**src/rtl/uart_pkg.sv**
```systemverilog
// Shared definitions for the UART transmit path: arbiter FSM encoding and
// clock/baud figures.
package uart_pkg;

  typedef enum logic [1:0] {
    StIdle  = 2'd0,
    StXfer  = 2'd1,
    StDrain = 2'd2
  } arb_state_e;

  localparam int unsigned CLK_FREQ_MHZ    = 27;
  localparam int unsigned BAUD_RATE       = 115200;
  localparam int unsigned DEF_TIMEOUT_CYC = 2_700_000;
  // Clock cycles per 10-bit UART frame (start + 8 data + stop), rounded.
  localparam int unsigned BYTE_CYC =
      (10 * CLK_FREQ_MHZ * 1_000_000 + BAUD_RATE / 2) / BAUD_RATE;

endpackage

```
**src/rtl/rr_pick.sv**
```systemverilog
// Combinational round-robin finder: first set request bit at or after ptr_i,
// wrapping modulo N.
module rr_pick #(
  parameter int unsigned N = 4,
  parameter int unsigned W = 2
) (
  input  logic [N-1:0] req_i,
  input  logic [W-1:0] ptr_i,
  output logic [W-1:0] idx_o,
  output logic         found_o
);

  int unsigned cand;

  always_comb begin
    idx_o   = '0;
    found_o = 1'b0;
    cand    = 0;
    // Scan farthest offset first so the nearest request overwrites it.
    for (int unsigned i = N; i > 0; i--) begin
      cand = (32'(ptr_i) + i - 1) % N;
      if (req_i[W'(cand)]) begin
        idx_o   = W'(cand);
        found_o = 1'b1;
      end
    end
  end

endmodule

```
**src/rtl/uart_tx_arbiter.sv**
```systemverilog
// Message-granular round-robin arbiter sharing one uart_tx among NUM_SRC
// byte-stream sources, with a one-byte output register and a stall timeout.
module uart_tx_arbiter
  import uart_pkg::*;
#(
  parameter int unsigned NUM_SRC     = 4,
  parameter int unsigned SRC_W       = 2,
  parameter int unsigned TIMEOUT_CYC = DEF_TIMEOUT_CYC,
  parameter int unsigned CNT_W       = 22
) (
  input  logic                 clk,
  input  logic                 rst_n,
  input  logic [8*NUM_SRC-1:0] src_data,
  input  logic [NUM_SRC-1:0]   src_valid,
  input  logic [NUM_SRC-1:0]   src_last,
  output logic [NUM_SRC-1:0]   src_ready,
  output logic [7:0]           tx_data,
  output logic                 tx_data_valid,
  input  logic                 tx_data_ready,
  output logic [SRC_W-1:0]     grant_id,
  output logic                 busy,
  output logic                 timeout_err
);

  arb_state_e       state_q, state_d;
  logic [SRC_W-1:0] grant_q, grant_d;
  logic [SRC_W-1:0] rr_ptr_q, rr_ptr_d;
  logic [CNT_W-1:0] cnt_q, cnt_d;
  logic [7:0]       tx_data_q, tx_data_d;
  logic             tx_valid_q, tx_valid_d;
  logic             tout_q, tout_d;

  logic [SRC_W-1:0] pick_idx;
  logic             pick_found;
  logic             grant_ready, accept, stall, tout_hit;
  logic [SRC_W-1:0] grant_next;

  rr_pick #(
    .N (NUM_SRC),
    .W (SRC_W)
  ) u_rr_pick (
    .req_i   (src_valid),
    .ptr_i   (rr_ptr_q),
    .idx_o   (pick_idx),
    .found_o (pick_found)
  );

  // Ready is combinational on tx_data_ready so back-to-back bytes need no bubble.
  assign grant_ready = (state_q == StXfer) && (!tx_valid_q || tx_data_ready);
  assign accept      = grant_ready && src_valid[grant_q];
  assign stall       = !src_valid[grant_q] && !tx_valid_q;
  assign tout_hit    = (TIMEOUT_CYC != 0) && stall &&
                       (cnt_q == CNT_W'(TIMEOUT_CYC - 1));
  assign grant_next  = (grant_q == SRC_W'(NUM_SRC - 1)) ? '0 : grant_q + 1'b1;

  always_comb begin
    state_d    = state_q;
    grant_d    = grant_q;
    rr_ptr_d   = rr_ptr_q;
    cnt_d      = cnt_q;
    tx_data_d  = tx_data_q;
    tx_valid_d = tx_valid_q;
    tout_d     = 1'b0;

    if (accept) begin
      tx_valid_d = 1'b1;
      tx_data_d  = src_data[{grant_q, 3'b000} +: 8];
    end else if (tx_data_ready) begin
      tx_valid_d = 1'b0;
    end

    case (state_q)
      StIdle: begin
        if (pick_found) begin
          grant_d = pick_idx;
          cnt_d   = '0;
          state_d = StXfer;
        end
      end
      StXfer: begin
        // An accept on the would-be timeout cycle takes precedence.
        if (accept) begin
          cnt_d = '0;
          if (src_last[grant_q]) state_d = StDrain;
        end else if (tout_hit) begin
          cnt_d    = '0;
          tout_d   = 1'b1;
          state_d  = StIdle;
          rr_ptr_d = grant_next;
        end else if (stall) begin
          cnt_d = cnt_q + 1'b1;
        end
      end
      StDrain: begin
        if (!tx_valid_q || tx_data_ready) begin
          state_d  = StIdle;
          rr_ptr_d = grant_next;
        end
      end
      default: state_d = StIdle;
    endcase
  end

  always_ff @(posedge clk or negedge rst_n) begin
    if (!rst_n) begin
      state_q    <= StIdle;
      grant_q    <= '0;
      rr_ptr_q   <= '0;
      cnt_q      <= '0;
      tx_data_q  <= 8'h00;
      tx_valid_q <= 1'b0;
      tout_q     <= 1'b0;
    end else begin
      state_q    <= state_d;
      grant_q    <= grant_d;
      rr_ptr_q   <= rr_ptr_d;
      cnt_q      <= cnt_d;
      tx_data_q  <= tx_data_d;
      tx_valid_q <= tx_valid_d;
      tout_q     <= tout_d;
    end
  end

  always_comb begin
    src_ready          = '0;
    src_ready[grant_q] = grant_ready;
  end

  assign tx_data       = tx_data_q;
  assign tx_data_valid = tx_valid_q;
  assign grant_id      = grant_q;
  assign busy          = (state_q != StIdle);
  assign timeout_err   = tout_q;

endmodule

```
**config.mk**
```make
export PLATFORM = sky130hd
export DESIGN_NAME = uart_tx_arbiter
export DESIGN_NICKNAME = d
export VERILOG_FILES = /design/src/rtl/uart_pkg.sv /design/src/rtl/rr_pick.sv /design/src/rtl/uart_tx_arbiter.sv
export SDC_FILE = /design/constraint.sdc
export NUM_CORES = 1
export LEC_CHECK = 0
export CORE_UTILIZATION = 43
export DETAILED_ROUTE_END_ITERATION = 6
export PLACE_DENSITY = 0.76
export SKIP_LAST_GASP = 1
export SLEW_MARGIN = 10
export SYNTH_ARGS = -nofsm -noshare
export SYNTH_HDL_FRONTEND = slang
export SYNTH_SLANG_ARGS = --single-unit
```
**constraint.sdc**
```tcl
create_clock -name clk -period 6.2 [get_ports clk]
set_input_delay 0.93 -clock clk [delete_from_list [all_inputs] [get_ports clk]]
set_output_delay 0.93 -clock clk [all_outputs]
set_load 0.02 [all_outputs]
```
; ---- Word level (Yosys, flattened, before mapping)
; Index checks and enable logic that the tools add are counted.
[op_classes]
add_sub_neg = 10
n_mul = 0
div = 0
n_lt_le_gt_ge = 6
n_eq_ne = 11
shift = 1
n_mux = 43
n_bitwise = 1
n_reduce_logical = 17
[ops]
columns = op, count
row1 = $mux 22, 4
row2 = $pmux 22 s2, 1
row3 = $shiftx 32x6->8, 1
row4 = $mux 2, 13
row5 = $add 22x1->22 const B, 1
row6 = $eq 22x22->1 const B, 1
row7 = $mux 1, 16
row8 = $lt 2x3->1 const B, 5
row9 = $bmux 1 s2, 6
row10 = $ne 2x2->1 const B, 4
row11 = $reduce_and 4->1, 2
row12 = $reduce_bool 2->1, 4
row13 = $sub 2x1->2 const B, 4
row14 = $add 2x1->2 const B, 3
row15 = $pmux 2 s3, 1
row16 = $logic_and 1x1->1, 5
row17 = $add 2x2->2 const B, 2
row18 = $and 4x4->4, 1
row19 = $eq 2x2->1 const B, 2
row20 = $ne 4x4->1 const B, 1
row21 = $pmux 2 s2, 1
row22 = $ne 3x2->1 const B, 1
row23 = $ne 3x3->1 const B, 1
row24 = $reduce_and 3->1, 1
row25 = other kinds (7), 8
[totals]
reg_bits = 38
latch_bits = 0
ram_bits = 0
romBits = 0
input_bits = 43
out_inout_bits = 17
elab_cells = 96
memories = 0

; ---- Longest topological paths before layout
; Gate-level depths: netlist of the first run.
[depth]
word_depth = 10
depth_mapped = 7
mapped_depth_nobuf = 6

; ---- By module
; Synthesis of the first run repeated with hierarchy kept, for this count alone.
[hier_totals]
hier_cells = 262
hier_area_um2 = 2586.2
[modules_own_cells]
columns = module, instances, cells_per_inst, area_each_um2, seq_area_each_um2
row1 = uart_tx_arbiter, 1, 249, 2508.7, 950.9
row2 = rr_pick, 1, 13, 77.6, 0.0

; ---- Worst setup path before layout of the first run
; OpenSTA, ideal clock, no wires.
[synth_timing]
path_kind = input to register
start = input port src_valid[3]
end = register cnt_q[3]
setup_ns = 0.126
t_arrival_ns = 2.470
t_required_ns = 6.074
path_slack_ns = 3.604
path_stages = 5
path_buffers = 1
path_cell_list = mux4_2 -> buf_4 -> nor4_4 -> nor2_1 -> a221o_1
[synth_between]
elab_chain_len = 8
elab_cells_between_ends = 24
classes_between = 2 x eq/ne / 17 x mux / 5 x reduce/logical
[synth_rtl]
columns = item, line
row1 = "start, declared", uart_tx_arbiter.sv:14  ; input logic [NUM_SRC-1:0] src_valid,
row2 = $bmux 1 s2 (on tied branches), "rr_pick.sv:22, uart_tx_arbiter.sv:50, uart_tx_arbiter.sv:51"
row3 = $mux 1 (on tied branches), "rr_pick.sv:22, uart_tx_arbiter.sv:50, uart_tx_arbiter.sv:51"
row4 = $mux 1 / $logic_not 1->1 (equally long branches), "rr_pick.sv:22, uart_tx_arbiter.sv:51"
row5 = $mux 1 / $logic_and 1x1->1 (equally long branches), "rr_pick.sv:22, uart_tx_arbiter.sv:51"
row6 = $mux 1 / $logic_and 1x1->1 (equally long branches), "rr_pick.sv:22, uart_tx_arbiter.sv:52"
row7 = $mux 1 / $mux 22 (equally long branches), "rr_pick.sv:22, uart_tx_arbiter.sv:85"
row8 = $ne 2x2->1 (no source line) / $mux 22 (equally long branches), --
row9 = $reduce_and 3->1 (no source line) / $pmux 22 s2 (equally long branches), --
row10 = "end signal, assigned", uart_tx_arbiter.sv:117  ; cnt_q <= cnt_d;
row11 = "end, declared", uart_tx_arbiter.sv:28  ; logic [CNT_W-1:0] cnt_q, cnt_d;
; Several ways; a longest one is shown, not always the timed one. The select of a mux whose other input is x is not followed.
; A chain may end at the register's enable or synchronous reset.

; ---- Worst setup path after layout of the first run
[layout_timing]
start = input port tx_data_ready
end = output port src_ready[2]
[layout_between]
elab_chain_len = 3
[layout_rtl]
columns = item, line
row1 = "start, declared", uart_tx_arbiter.sv:19  ; input logic tx_data_ready,
row2 = $logic_or 1x1->1, uart_tx_arbiter.sv:49  ; assign grant_ready = (state_q == StXfer) && (!tx_valid_q || tx_data_ready);
row3 = $logic_and 1x1->1, uart_tx_arbiter.sv:49
row4 = $and 4x4->4 (no source line), --
row5 = "end, declared", uart_tx_arbiter.sv:16  ; output logic [NUM_SRC-1:0] src_ready,
; Every way passes these cells.

==> impl_results.md, run 1 <==
- Ys Warns: 0
- Initial core utilization: 45.39%
- Compound-gate portion of the synthesized area: 18.79%
- Crit-path max FO: 8
- Dpl cell area: about 3100 um2
- Top_reg_cell synth: dfrtp_1
- Max-Cap Viols: 0
- Startpoint Class: input pin
- Global-route wire length before repair: 10.47 mm
- Most used cell, CP: clkdlybuf4s50_1
- Largest family of logic cells by synthesized area: simple AND/OR/NAND/NOR gates
- Slew Viols, Final: 0
- Post-Synth Adder-Cell Area: roughly 2.5%
- Ys async rst share: 100.0%
- Setup-failing EPs final: 0
- Hold Crit Class: flip-flop to flip-flop
- Final min period: 3.549 ns
- Diodes inserted: 0
- CTS Buf Count: 5
- Least-Margin Pin Slew: 1.009 ns
- Clk Tree Root Cell: clkbuf_8
- Vias per cell: between 6 and 7
- Gate Count Post-Synth: between 200 and 300
- CP max stage cell: clkdlybuf4s50_1
- Yosys cell types: 48
- Multi-input gate area: 1488 um2
- Switching portion of total power: 42.90%
- Most frequent cells in the layout: clkdlybuf4s50_1 (58), dfrtp_1 (38), nand3_1 (17)
- Via count: about 2300
- Fin Setup TNS: 0 ns
- Final GP Congestion: 0.9030
- Post-CTS setup buffer count: 0
- DR WL/cell: approximately 16 um
- Tcrit/Tclk final: 57.24%
- Grt total ovfl: 0
- # DRC: 0
- Worst Setup Slack, final: 2.651 ns
- Synth Area in XOR/XNOR: 0%
- WL final: between 6 and 7 mm
- RSZ-0062 raised after global routing: no
- Gate power share: 54.5%
- Synthesized cell area: between 2000 and 3000 um2
- CTS Hold Buffers Added: 0
- Crit path DAT: 2.62 ns
- Mapped Nets: 301
- Chip height: ~80 um
- Area Growth Syn to Fin: 27.60%
- Die area: slightly above 6000 um2
- DRT iter0 DRCs: 153
- Worst slew margin: 32.30%
- Fmax: between 200 and 300 MHz
- PortBufs: 59
- WS Path Type: input pin to primary output
- Tot Pwr: between 1 and 1.5 mW
- Placement Setup Slack: ~2.7 ns
- DIE WIDTH: 78.71 um
- Final core utilization: 57.91%
- Multiplexer share of the synthesized area: between 10% and 20%
- DR pass1 iterations: 4
- Hpwl dp: ~4.5 mm
- Leak: 1.323 nW
- Power per Cell Area: around 390 nW/um2
- Core Region: 5574 um2
- Vias in the first global route: 2148
- Clock Sinks: 38
- Peak supply drop: between 0.2 and 0.3 mV
- Psw: roughly 540 uW
- Ports: 60
- Max incr delay on CP: 0.60 ns
- Skew-Pair Late Insertion Delay: 0.29 ns
- Synth Register Bits: 38
- Pint: 717.5 uW
- ANT nets after route: 0
- Final hold vios: 0
- Power share of the clock group: 14.0%
- Synth Area in Simple Gates: 24.68%
- Worst-path cell chain: clkdlybuf4s50_1, nand2b_1, and3_1, clkdlybuf4s50_1
- Worst-path clk slew: around 0.070 ns
- Row count: 27
- Largest net degree at the start of global routing: 39
- Tot GR Track Use: 21.75%
- Finished Cell Area: 3228 um2
- Post-CTS resize count: 0
- CTS tree: yes
- Sequential element share of the synthesized area: 37.59%
- Initial antenna violation count: 0
- Layout Nets: 352
- Crit. End Element: primary output
- Outcome: finished clean
- Reg power frac: 31.5%
- Most common cell after layout, fill and taps aside: clkdlybuf4s50_1
- Sequential cell area: approximately 950 um2
- Number of synthesized flops with an enable pin: 0
- CP Data Required Time: 5.27 ns
- Clock skew: roughly 0.0037 ns
- CTS Buffer Depth: 2
- Fill cell count: approximately 500
- Syn Area/Cell: 10.00 um2
- Layout cells sized above 1: 11.48%
- H-tree depth: 2
-- through the flow --
stage          cells  hold WS [ns]
4_1_cts          377        0.5101
2_1_floorplan    253        0.4746
5_1_grt          377        0.5268
6_report         377        0.5072
3_3_place_gp     369        0.4864
3_5_place_dp     369        0.4933
-- power groups by stage --
stage,Clock [mW],Combinational (mW),Sequential (mW)
after detailed placement,0,0.677,0.400
after CTS,0.181,0.682,0.396
after global routing,0.191,0.744,0.409
final,0.176,0.684,0.396
after floorplan,0,0.467,0.397
after global placement,0,0.674,0.400
-- state kept, by name, summed over array words and instances, names as in the netlist --
register / count
timeout_err: 1
state_q: 2
cnt_q: 22
rr_ptr_q: 2
tx_data: 8
grant_id: 2
tx_data_valid: 1
-- final cells by class --
cell class	instances	share of cell area, %
Clock inverter	1	0.1550
Inverter	6	0.6977
Multi-Input combinational cell	194	46.09
Timing Repair Buffer	59	18.14
Tap cell	72	2.791
Clock buffer	7	2.674
Sequential cell	38	29.46
-- path summary, 6_finish.rpt --
kind,startpoint,endpoint,slack [ns],cells past startpoint
setup / recovery,tx_data_ready,src_ready[2],2.65,4
hold / removal,tx_data[6],tx_data[6],0.51,1
setup reg to reg,grant_id[1],cnt_q[5],3.28,4
hold reg to reg,tx_data[6],tx_data[6],0.51,1
max in group asynchronous,rst_n,cnt_q[20],4.94,1
min in group asynchronous,rst_n,cnt_q[8],0.74,1
-- metal layers --
metal / share of wire [%] / wire [um] / global-route usage, %
met5: 0 / 0 / 0
met4: 1.2 / 72 / 6.111
met3: 8.6 / 525 / 6.782
met2: 44 / 2712 / 33.65
met1: 46 / 2790 / 29.23
-- synthesized netlist by cell type, types with 8 or more instances --
library cell,n,area [um2]
a21oi_1,8,40.04
o21ai_0,16,80.08
nand4_1,8,50.05
mux4_2,10,225.2
nand3_1,17,85.08
clkbuf_1,10,37.54
dfrtp_1,38,950.9
nor2_1,14,52.55
mux2_2,8,90.09
nand2_1,14,52.55
and3_1,13,81.33
-- worst max-delay path: cells and delay by family --
family,cells,cell delay (ns)
buf+inv,2,1.13
simple gates,2,0.55
-- logic make-up (layout without fill, tap and decap cells) --
logic type	count (synthesis)	count (layout)
and+or+nand+nor	106	106
AOI/OAI and AO/OA	64	64
DFF	38	38
buffers and inverters	21	73
muxes	19	19
adders and majority gates	5	5
Note: power is estimated with default switching activity, not from simulation.
==> run 2, diff against run 1 <==
--- a/config.mk
+++ b/config.mk
@@ -7,7 +7,7 @@
 export LEC_CHECK = 0
 export CORE_UTILIZATION = 43
 export DETAILED_ROUTE_END_ITERATION = 6
-export PLACE_DENSITY = 0.76
+export PLACE_DENSITY = 0.78
 export SKIP_LAST_GASP = 1
 export SLEW_MARGIN = 10
 export SYNTH_ARGS = -nofsm -noshare
==> constraint.sdc (replaced) <==
create_clock -name clk -period 2.9 [get_ports clk]
set_input_delay 0.435 -clock clk [delete_from_list [all_inputs] [get_ports clk]]
set_output_delay 0.435 -clock clk [all_outputs]
set_load 0.02 [all_outputs]
==> impl_results.md, run 2 (synthesis gave the netlist of run 1 again) <==
- Skew-Pair Late Insertion Delay: 0.30 ns
- Top reg by flops: cnt_q
- WL final: 6.208 mm
- Global-route wire length before repair: between 10 and 15 mm
- Most common cell after layout, fill and taps aside: clkdlybuf4s50_1
- Final min period: roughly 2.6 ns
- WS Path Type: flip-flop to primary output
- H-tree depth: 2
- Post-CTS resize count: 0
- RSZ-0062 raised after global routing: no
- Max-Cap Viols: 0
- Tot Pwr: 2.845 mW
- Leak: 1.365 nW
- CP max stage cell: clkdlybuf4s50_1
- Worst-path cell chain: nor2b_1, and3_1, clkdlybuf4s50_1
- Reg2Reg Depth: 7
- Clock Sinks: 38
- Placement Setup Slack: between 0.2 and 0.25 ns
- DIE WIDTH: just under 80 um
- Fin Setup TNS: 0 ns
- Finished Cell Area: 3311 um2
- Hpwl dp: roughly 4.7 mm
- Hold Crit Class: input pin to async pin
- Most frequent cells in the layout: clkdlybuf4s50_1 (58), dfrtp_1 (38), nand3_1 (17)
- Dpl cell area: 3197 um2
- CTS Hold Buffers Added: 0
- Vias per cell: 6.073
- DR pass1 iterations: 4
- Outcome: finished clean
- ANT nets after route: 0
- Largest register FFs: 22
- CTS Buf Count: 5
- Post-CTS setup buffer count: 0
- Area Growth Syn to Fin: 30.86%
- Core Region: 5574 um2
- CTS Buffer Depth: 2
- Initial core utilization: 45.39%
- Crit path DAT: 2.12 ns
- Grt total ovfl: 0
- Ports: 60
- Layout cells sized above 1: between 10 and 15%
- # DRC: 0
- Chip height: 78.71 um
- DR WL/cell: around 16 um
- Initial antenna violation count: 0
- Row count: 27
- Final hold vios: 0
- Vias in the first global route: 2206
- Worst-path clk slew: roughly 0.08 ns
- Crit-path max FO: 9
- Largest net degree at the start of global routing: 39
- CTS tree: yes
- Tot GR Track Use: 21.54%
- Via count: around 2300
- Peak supply drop: 0.5581 mV
- Setup-failing EPs final: 0
- Tcrit/Tclk final: 88.11%
- Clock skew: 0.006726 ns
- Die area: 6194 um2
- CP Data Required Time: 2.47 ns
- Slew Viols, Final: 0
- Worst slew margin: 43.95%
- PortBufs: slightly below 60
- Least-Margin Pin Slew: 0.8408 ns
- DRT iter0 DRCs: 224
- Fmax: 391.3 MHz
- Clk Tree Root Cell: clkbuf_8
- Layout Nets: 360
- Final GP Congestion: 0.8558
- Crit. End Element: primary output
- Diodes inserted: 0
- Startpoint Class: flip-flop
- Max incr delay on CP: 0.63 ns
- Power per Cell Area: between 800 and 900 nW/um2
- Worst Setup Slack, final: 0.3447 ns
## run 2: critical path, delay by kind of cell (launching register included)
kind,cells,cell delay (ns)
flip-flops,1,0.47
AND/OR/NAND/NOR,2,0.73
buffers and inverters,1,0.63
## run 2: power by group
part	internal (mW)	switching, mW
sequential	0.652	0.124
clock	0.256	0.205
combinational	0.760	0.848
## run 2: final timing paths
check                            from           end  slack (ns)
hold reg to reg            tx_data[2]    tx_data[2]        0.51
max in group asynchronous       rst_n     cnt_q[19]        2.14
setup reg to reg             cnt_q[0]     cnt_q[14]        0.62
min in group clk           tx_data[2]    tx_data[2]        0.51
setup / recovery           state_q[0]  src_ready[1]        0.34
hold / removal                  rst_n      cnt_q[8]        0.23
## run 2: layout make-up
| class | instances | area, um2 |
|---|---|---|
| clock buffers | 5 | 68.82 |
| flip-flops and latches | 38 | 950.9 |
| repair buffers | 67 | 645.6 |
| fillers | 486 | 2263 |
| clock inverters | 3 | 45.04 |
| well taps | 72 | 90.09 |
| inverters | 6 | 22.52 |
| multi-input cells | 194 | 1488 |
## run 2: routing by layer
metal / up-vias / global-route usage [%] / wire length (um) / part of all wire [%]
met5: - / 0 / 0 / 0
li1: 1101 / - / - / -
met1: 1116 / 26.84 / 2595 / 42
met2: 109 / 34.43 / 2901 / 47
met3: 12 / 7.816 / 602 / 9.7
met4: 0 / 7.222 / 109 / 1.8
## run 2: stage by stage
stage | cells | util [%] | hold WS [ns]
after floorplan | 253 | - | 0.1394
after global placement | 377 | 57.35 | 0.4862
after detailed placement | 377 | 57.35 | 0.4933
after CTS | 385 | 59.39 | 0.2709
after global routing | 385 | 59.39 | 0.3108
final | 385 | 59.39 | 0.2348
==> run 3, diff against run 2 <==
--- a/config.mk
+++ b/config.mk
@@ -6,6 +6,7 @@
 export NUM_CORES = 1
 export LEC_CHECK = 0
 export CORE_UTILIZATION = 43
+export CTS_CLUSTER_DIAMETER = 80
 export DETAILED_ROUTE_END_ITERATION = 6
 export PLACE_DENSITY = 0.78
 export SKIP_LAST_GASP = 1
==> results of run 3 <==
Same layout as run 2: the final DEF is identical, and so are final timing and power.
